File: src/rtl/fusion_ctrl_if.sv
// Control-side handshake bundle between fusion_ctrl and its surroundings.
// master drives start/valids/out_ready; slave is the sequencer.
interface fusion_ctrl_if;
    logic        start;
    logic        busy;
    logic        done;
    logic [15:0] frame_count;
    logic        old_valid;
    logic        new_valid;
    logic        gauss_valid;
    logic        in_ready;
    logic        fuse_stall;
    logic        out_valid;
    logic        out_ready;
    logic        out_last;

    modport master (
        output start, old_valid, new_valid, gauss_valid, out_ready,
        input  busy, done, frame_count, in_ready, fuse_stall, out_valid, out_last
    );

    modport slave (
        input  start, old_valid, new_valid, gauss_valid, out_ready,
        output busy, done, frame_count, in_ready, fuse_stall, out_valid, out_last
    );
endinterface

File: src/rtl/fusion_ctrl.sv
// Frame sequencer for the fusion datapath: joins old/new/gauss beats, tracks validity.
// Latency: beat accepted at edge k is presented as out_valid after edge k+1.
// Backpressure: out_ready low with a valid output stalls the whole pipe and drops in_ready.
module fusion_ctrl #(
    parameter int PIXELS_PER_BEAT = 16,
    parameter int IMAGE_DIM       = 512,
    parameter int BEATS_PER_FRAME = IMAGE_DIM * IMAGE_DIM / PIXELS_PER_BEAT,
    parameter int CNT_W           = $clog2(BEATS_PER_FRAME) + 1
) (
    input  logic         clk,
    input  logic         rst,
    fusion_ctrl_if.slave bus
);
    typedef enum logic [1:0] {IDLE, RUN, DRAIN} state_t;

    state_t             state_q, state_d;
    logic [CNT_W-1:0]   beat_cnt_q;
    logic               v1_q, l1_q, v2_q, l2_q;
    logic               done_q;
    logic [15:0]        frame_cnt_q;

    logic all_valid;
    logic accept;
    logic last_beat;
    logic frame_end;
    logic stall;

    assign all_valid = bus.old_valid & bus.new_valid & bus.gauss_valid;
    assign stall     = v2_q & ~bus.out_ready;
    assign accept    = (state_q == RUN) & ~stall & all_valid;
    assign last_beat = (beat_cnt_q == CNT_W'(BEATS_PER_FRAME - 1));
    assign frame_end = (state_q == DRAIN) & v2_q & l2_q & bus.out_ready;

    assign bus.in_ready    = accept;
    assign bus.fuse_stall  = stall;
    assign bus.out_valid   = v2_q;
    assign bus.out_last    = l2_q;
    assign bus.busy        = (state_q != IDLE);
    assign bus.done        = done_q;
    assign bus.frame_count = frame_cnt_q;

    always_comb begin
        state_d = state_q;
        case (state_q)
            IDLE:    if (bus.start)            state_d = RUN;
            RUN:     if (accept && last_beat)  state_d = DRAIN;
            DRAIN:   if (frame_end)            state_d = IDLE;
            default:                           state_d = IDLE;
        endcase
    end

    always_ff @(posedge clk) begin
        if (rst) begin
            state_q     <= IDLE;
            beat_cnt_q  <= '0;
            v1_q        <= 1'b0;
            l1_q        <= 1'b0;
            v2_q        <= 1'b0;
            l2_q        <= 1'b0;
            done_q      <= 1'b0;
            frame_cnt_q <= '0;
        end else begin
            state_q <= state_d;
            done_q  <= frame_end;
            if (frame_end)
                frame_cnt_q <= frame_cnt_q + 16'd1;
            if (state_q == IDLE && bus.start)
                beat_cnt_q <= '0;
            else if (accept)
                beat_cnt_q <= beat_cnt_q + CNT_W'(1);
            // Tracking regs mirror the datapath registers: they hold exactly when it stalls.
            if (!stall) begin
                v1_q <= accept;
                l1_q <= accept & last_beat;
                v2_q <= v1_q;
                l2_q <= l1_q;
            end
        end
    end
endmodule
File: src/flat_wrapper.sv
// flat-port wrapper written by rule: the top's interface ports become plain ports
module fusion_ctrl_flat 
#(
    parameter int PIXELS_PER_BEAT = 16,
    parameter int IMAGE_DIM       = 512,
    parameter int BEATS_PER_FRAME = IMAGE_DIM * IMAGE_DIM / PIXELS_PER_BEAT,
    parameter int CNT_W           = $clog2(BEATS_PER_FRAME) + 1
)
  (clk, rst, bus_start, bus_old_valid, bus_new_valid, bus_gauss_valid, bus_out_ready, bus_busy, bus_done, bus_frame_count, bus_in_ready, bus_fuse_stall, bus_out_valid, bus_out_last);
  fusion_ctrl_if bus_i ();
  input  logic clk;
  input  logic rst;
  input wire logic [$bits(bus_i.start)-1:0] bus_start;
  input wire logic [$bits(bus_i.old_valid)-1:0] bus_old_valid;
  input wire logic [$bits(bus_i.new_valid)-1:0] bus_new_valid;
  input wire logic [$bits(bus_i.gauss_valid)-1:0] bus_gauss_valid;
  input wire logic [$bits(bus_i.out_ready)-1:0] bus_out_ready;
  output wire logic [$bits(bus_i.busy)-1:0] bus_busy;
  output wire logic [$bits(bus_i.done)-1:0] bus_done;
  output wire logic [$bits(bus_i.frame_count)-1:0] bus_frame_count;
  output wire logic [$bits(bus_i.in_ready)-1:0] bus_in_ready;
  output wire logic [$bits(bus_i.fuse_stall)-1:0] bus_fuse_stall;
  output wire logic [$bits(bus_i.out_valid)-1:0] bus_out_valid;
  output wire logic [$bits(bus_i.out_last)-1:0] bus_out_last;
  assign bus_i.start = bus_start;
  assign bus_i.old_valid = bus_old_valid;
  assign bus_i.new_valid = bus_new_valid;
  assign bus_i.gauss_valid = bus_gauss_valid;
  assign bus_i.out_ready = bus_out_ready;
  assign bus_busy = bus_i.busy;
  assign bus_done = bus_i.done;
  assign bus_frame_count = bus_i.frame_count;
  assign bus_in_ready = bus_i.in_ready;
  assign bus_fuse_stall = bus_i.fuse_stall;
  assign bus_out_valid = bus_i.out_valid;
  assign bus_out_last = bus_i.out_last;
  fusion_ctrl #(.PIXELS_PER_BEAT(PIXELS_PER_BEAT), .IMAGE_DIM(IMAGE_DIM), .BEATS_PER_FRAME(BEATS_PER_FRAME), .CNT_W(CNT_W)) u_core (.clk(clk), .rst(rst), .bus(bus_i));
endmodule
File: config.mk
export PLATFORM = sky130hd
export DESIGN_NAME = fusion_ctrl_flat
export DESIGN_NICKNAME = d
export VERILOG_FILES = /design/src/rtl/fusion_ctrl_if.sv /design/src/rtl/fusion_ctrl.sv /design/src/flat_wrapper.sv
export SDC_FILE = /design/constraint.sdc
export NUM_CORES = 1
export LEC_CHECK = 0
export BUFFER_PORTS_ARGS = -buffer_cell sky130_fd_sc_hd__buf_2
export CORE_ASPECT_RATIO = 1.1
export CORE_UTILIZATION = 55
export DETAILED_ROUTE_END_ITERATION = 16
export PLACE_DENSITY = 0.85
export SYNTH_ARGS = -nofsm -noshare
export SYNTH_HDL_FRONTEND = slang
export SYNTH_SLANG_ARGS = --single-unit
File: constraint.sdc
create_clock -name clk -period 1.96 [get_ports clk]
set_input_delay 0.392 -clock clk [delete_from_list [all_inputs] [get_ports clk]]
set_output_delay 0.392 -clock clk [all_outputs]
set_load 0.03 [all_outputs]
### Yosys cells after proc, flatten, opt, wreduce, memory -nomap -nowiden

Index checks and enable logic that the tools add are counted.

| cells by class | value |
|---|---|
| add/sub/neg operators | 2 |
| equal/unequal tests | 6 |
| mux-type cells | 4 |
| bitwise logic cells | 11 |
| reduce and logical (&&, ||, !) cells | 6 |

Operators by type and width:

| operator | count |
|---|---|
| $add A16 B1 Y16 const B | 1 |
| $add A15 B1 Y15 const B | 1 |
| $eq A15 B14 Y1 const B | 1 |
| $and A1 B1 Y1 | 9 |
| $mux W2 | 3 |
| $pmux W2 S3 | 1 |
| $ne A2 B2 Y1 const B | 2 |
| $reduce_and A3 Y1 | 1 |
| $eq A2 B1 Y1 const B | 1 |
| $eq A2 B2 Y1 const B | 1 |
| $logic_and A1 B1 Y1 | 2 |
| $logic_not A2 Y1 | 1 |
| $ne A2 B1 Y1 const B | 1 |
| $not A1 Y1 | 2 |
| $reduce_bool A2 Y1 | 1 |
| $reduce_or A2 Y1 | 1 |

| storage, ports and cells | value |
|---|---|
| register bits | 38 |

### Longest topological paths before layout

| logic depth | value |
|---|---|
| depth after elaboration | 8 |
| depth in mapped cells | 6 |
| mapped depth without buffers | 5 |

### Least setup slack after synthesis

OpenSTA, ideal clock, no wires.

| path | value |
|---|---|
| kind | register to register |
| from | register u_core.frame_cnt_q[2] (netlist: u_core.bus.frame_count[2]) |
| to | register u_core.frame_cnt_q[15] (netlist: u_core.bus.frame_count[15]) |
| library setup time | 121 ps |
| arrival time | 1636 ps |
| data required time | 1839 ps |
| path slack | 203 ps |
| stages on the path, launching flop included | 6 |
| path buffers | 1 |
| period minus slack after synthesis | 1757 ps |
| path through | dfxtp_1 nand4_1 or2_1 clkbuf_1 nor4_1 mux2_2 |

| on the way | value |
|---|---|
| cells in the longest elaborated chain, start to end | 1 |

Ends and longest elaborated chain:

| element | RTL line | source |
|---|---|---|
| start: declaration | fusion_ctrl.sv:20 | `logic [15:0] frame_cnt_q;` |
| start signal: assignment | fusion_ctrl.sv:66 | `frame_cnt_q <= frame_cnt_q + 16'd1;` |
| $add A16 B1 Y16 | fusion_ctrl.sv:66 |  |

Every way passes these cells.
A chain may end at the register's enable or synchronous reset.

### Worst setup path in the final report

| path | value |
|---|---|
| from | register u_core.state_q[1] |
| to | output port bus_in_ready |

| on the way | value |
|---|---|
| cells in the longest elaborated chain, start to end | 3 |

Ends and longest elaborated chain:

| element | RTL line | source |
|---|---|---|
| start: declaration | fusion_ctrl.sv:16 | `state_t state_q, state_d;` |
| start signal: assignment | fusion_ctrl.sv:63 | `state_q <= state_d;` |
| $eq A2 B1 Y1 | fusion_ctrl.sv:30 | `assign accept = (state_q == RUN) & ~stall & all_valid;` |
| $and A1 B1 Y1 (2 in a row) | fusion_ctrl.sv:30 |  |
| end: declaration | flat_wrapper.sv:21 | `output wire logic [$bits(bus_i.in_ready)-1:0] bus_in_ready;` |

Every way passes these cells.

==> run metrics <==
status=completed; Max clock buf depth=2; CP max FO=6; Net Count, Synth=209; Critical Path AT=1.50 ns; final wirelength=3550 um; initial antenna violation count=0; Vias=1550; Clock transition at path regs=0.12 ns; Max Cap Violations=0; mean post-synth cell area=8.66 sq um; FF+latch count, synth=38; CTS root buffer=clkbuf_4; worst endpoint required time=1.57 ns; Cell Pwr Density=674 nW/um^2; Nets=242; crit end category=primary output; drt pass-1 iters=4; most common library cell in the layout ignoring fill and taps=dfxtp_1; Area Overhead vs Synth=16.1%; DIE AREA=3380 sq um; gr usage total=23.0%; Top FF cell, synth=dfxtp_1; gpl congestion=0.758; Setup CP Type=flip-flop to primary output; Clk Latency, worst-skew pair=0.35 ns; Die Width=55.5 um; Worst Max-Slew Pin Slew=0.348 ns; cts bufs inserted=5; Synth async-reset ratio=0%; # diodes=0; Final Hold Viols=0; vias in the first global route=1371; EDFF count, synth=0; Post-Syn Area=1730 sq um; Final Skew=0.0131 ns; Initial DRC Count=59; Synth warnings=0; per-cell routed wire length=13.3 um; Max VDD drop=0.000522 V; I/O Buffers=28; H-tree depth=2; placed inst area=1910 sq um; Final Setup Violations=0; worst min path class=primary input to flip-flop; leakage=0.000816 uW; hold path start=bus_start; Die Ht=60.9 um; IO Pins=29; synthesized instance count=200; Final Cycle Share=96.4%; first-pass GRT wire length=5950 um; drt drc=0; fraction of the yosys area taken by sequential cells=43.9%; Distinct cells, synth=38; grt ovf=0; Critical Path Source Type=flip-flop; Via-to-Cell Ratio=5.78; Fill cells=241; largest net degree at the start of global routing=26; Final Total Pwr=1360 uW; Final Critical Period=1.89 ns; core area=3020 sq um; Max-slew headroom=76.8%; CTS tree=built; Fmax=0.529 GHz; fin util=66.6%; Routed Antenna Nets=0; commonest non-fill, non-tap cells in the layout=37 x dfxtp_1, 28 x buf_2, 19 x a21oi_1; Final Max Tran Viols=0; FP Rows=21; post-route cell area=2010 sq um; layout cell share with drive strength beyond 1=22.2%; reg2reg start=u_core.state_q[1]; Initial Utilization=57.3%; crit path launch=u_core.state_q[1]; DPL Wire Length=2510 um; CTS Sinks=38
## through the flow
step / TNS [ns] / instances / worst slack [ns] / hold slack, ns
floorplan: 0 / 200 / 0.203 / 0.437
global placement: 0 / 258 / 0.236 / 0.444
detailed placement: 0 / 258 / 0.207 / 0.450
CTS: 0 / 266 / 0.00244 / 0.277
global route: -0.00482 / 268 / -0.00482 / 0.292
finish: 0 / 268 / 0.0710 / 0.284
## what timing repair did
item | 4_1_cts | 5_1_grt
hold buffers | 0 | 0
gates resized for setup | 1 | 1
setup endpoints to repair | 1 | 1
setup buffers | 0 | 2
pin swaps | 0 | 0
## flip-flops by register name, summed over array words and instances, names as in the netlist
name / cells
u_core.l1_q: 1
u_core.state_q: 2
u_core.v1_q: 1
u_core.bus.out_valid: 1
u_core.beat_cnt_q: 15
u_core.bus.out_last: 1
u_core.bus.frame_count: 16
u_core.bus.done: 1
## worst max-delay path, cell delays in order, from the launching register on
cell,delay [ns]
dfxtp_1,0.38
and4b_2,0.34
nand3_2,0.16
inv_1,0.08
buf_2,0.19
## area by class of cell
class	count	area [sq um]	share of cell area [%]
Multi-Input combinational cell	145	911	45.3
Sequential cell	38	762	37.9
Timing Repair Buffer	34	185	9.20
Tap cell	34	42.5	2.11
Clock inverter	3	40.0	1.99
Clock buffer	5	37.5	1.87
Inverter	9	33.8	1.68
## power by group
part / switching [uW] / internal (uW) / leakage [uW]
logic: 31.0 / 16.7 / 0.000465
registers: 3.08 / 775 / 0.000306
clock network: 267 / 264 / 0.0000450
## per-layer routing
layer  vias up  wire length (um)  GRT usage (%)
met3         8               146           4.69
met5         -                 0              0
met2        40              1710           41.5
met1       715              1630           26.5
li1        787                 -              -
met4         0                71           11.8
## kinds of logic after synthesis
kind of cell,count (synthesis),synth area share (%)
and+or+nand+nor,90,30.1
DFF,38,43.9
AOI/OAI and AO/OA,40,13.9
xor gates and xnor gates,10,5.05
muxes,3,1.81
adders and majority gates,2,1.44
buffers and inverters,17,3.83
## synth_stat cells (3+ instances only)
library cell | number | share of area, %
nor2b_1 | 3 | 1.1
xor2_1 | 6 | 3.0
clkbuf_1 | 4 | 0.87
or4_1 | 9 | 3.9
dfxtp_1 | 38 | 44
inv_1 | 9 | 1.9
nand3_1 | 9 | 2.6
and3_1 | 3 | 1.1
or3_1 | 8 | 2.9
xnor2_1 | 4 | 2.0
o31ai_1 | 8 | 3.5
a21oi_1 | 19 | 5.5
nor2_1 | 17 | 3.7
nand2_1 | 13 | 2.8
nand2b_1 | 4 | 1.4
and4_1 | 3 | 1.5
o21ai_0 | 7 | 2.0
nand4_1 | 8 | 2.9
## worst paths after layout
check / endpoint / slack [ns] / cells past startpoint
setup / recovery: bus_in_ready / 0.07 / 4
hold / removal: u_core.state_q[0] / 0.28 / 2
setup reg to reg: u_core.beat_cnt_q[11] / 0.19 / 5
hold reg to reg: u_core.v1_q / 0.46 / 2
Note: power is estimated with default switching activity, not from simulation.
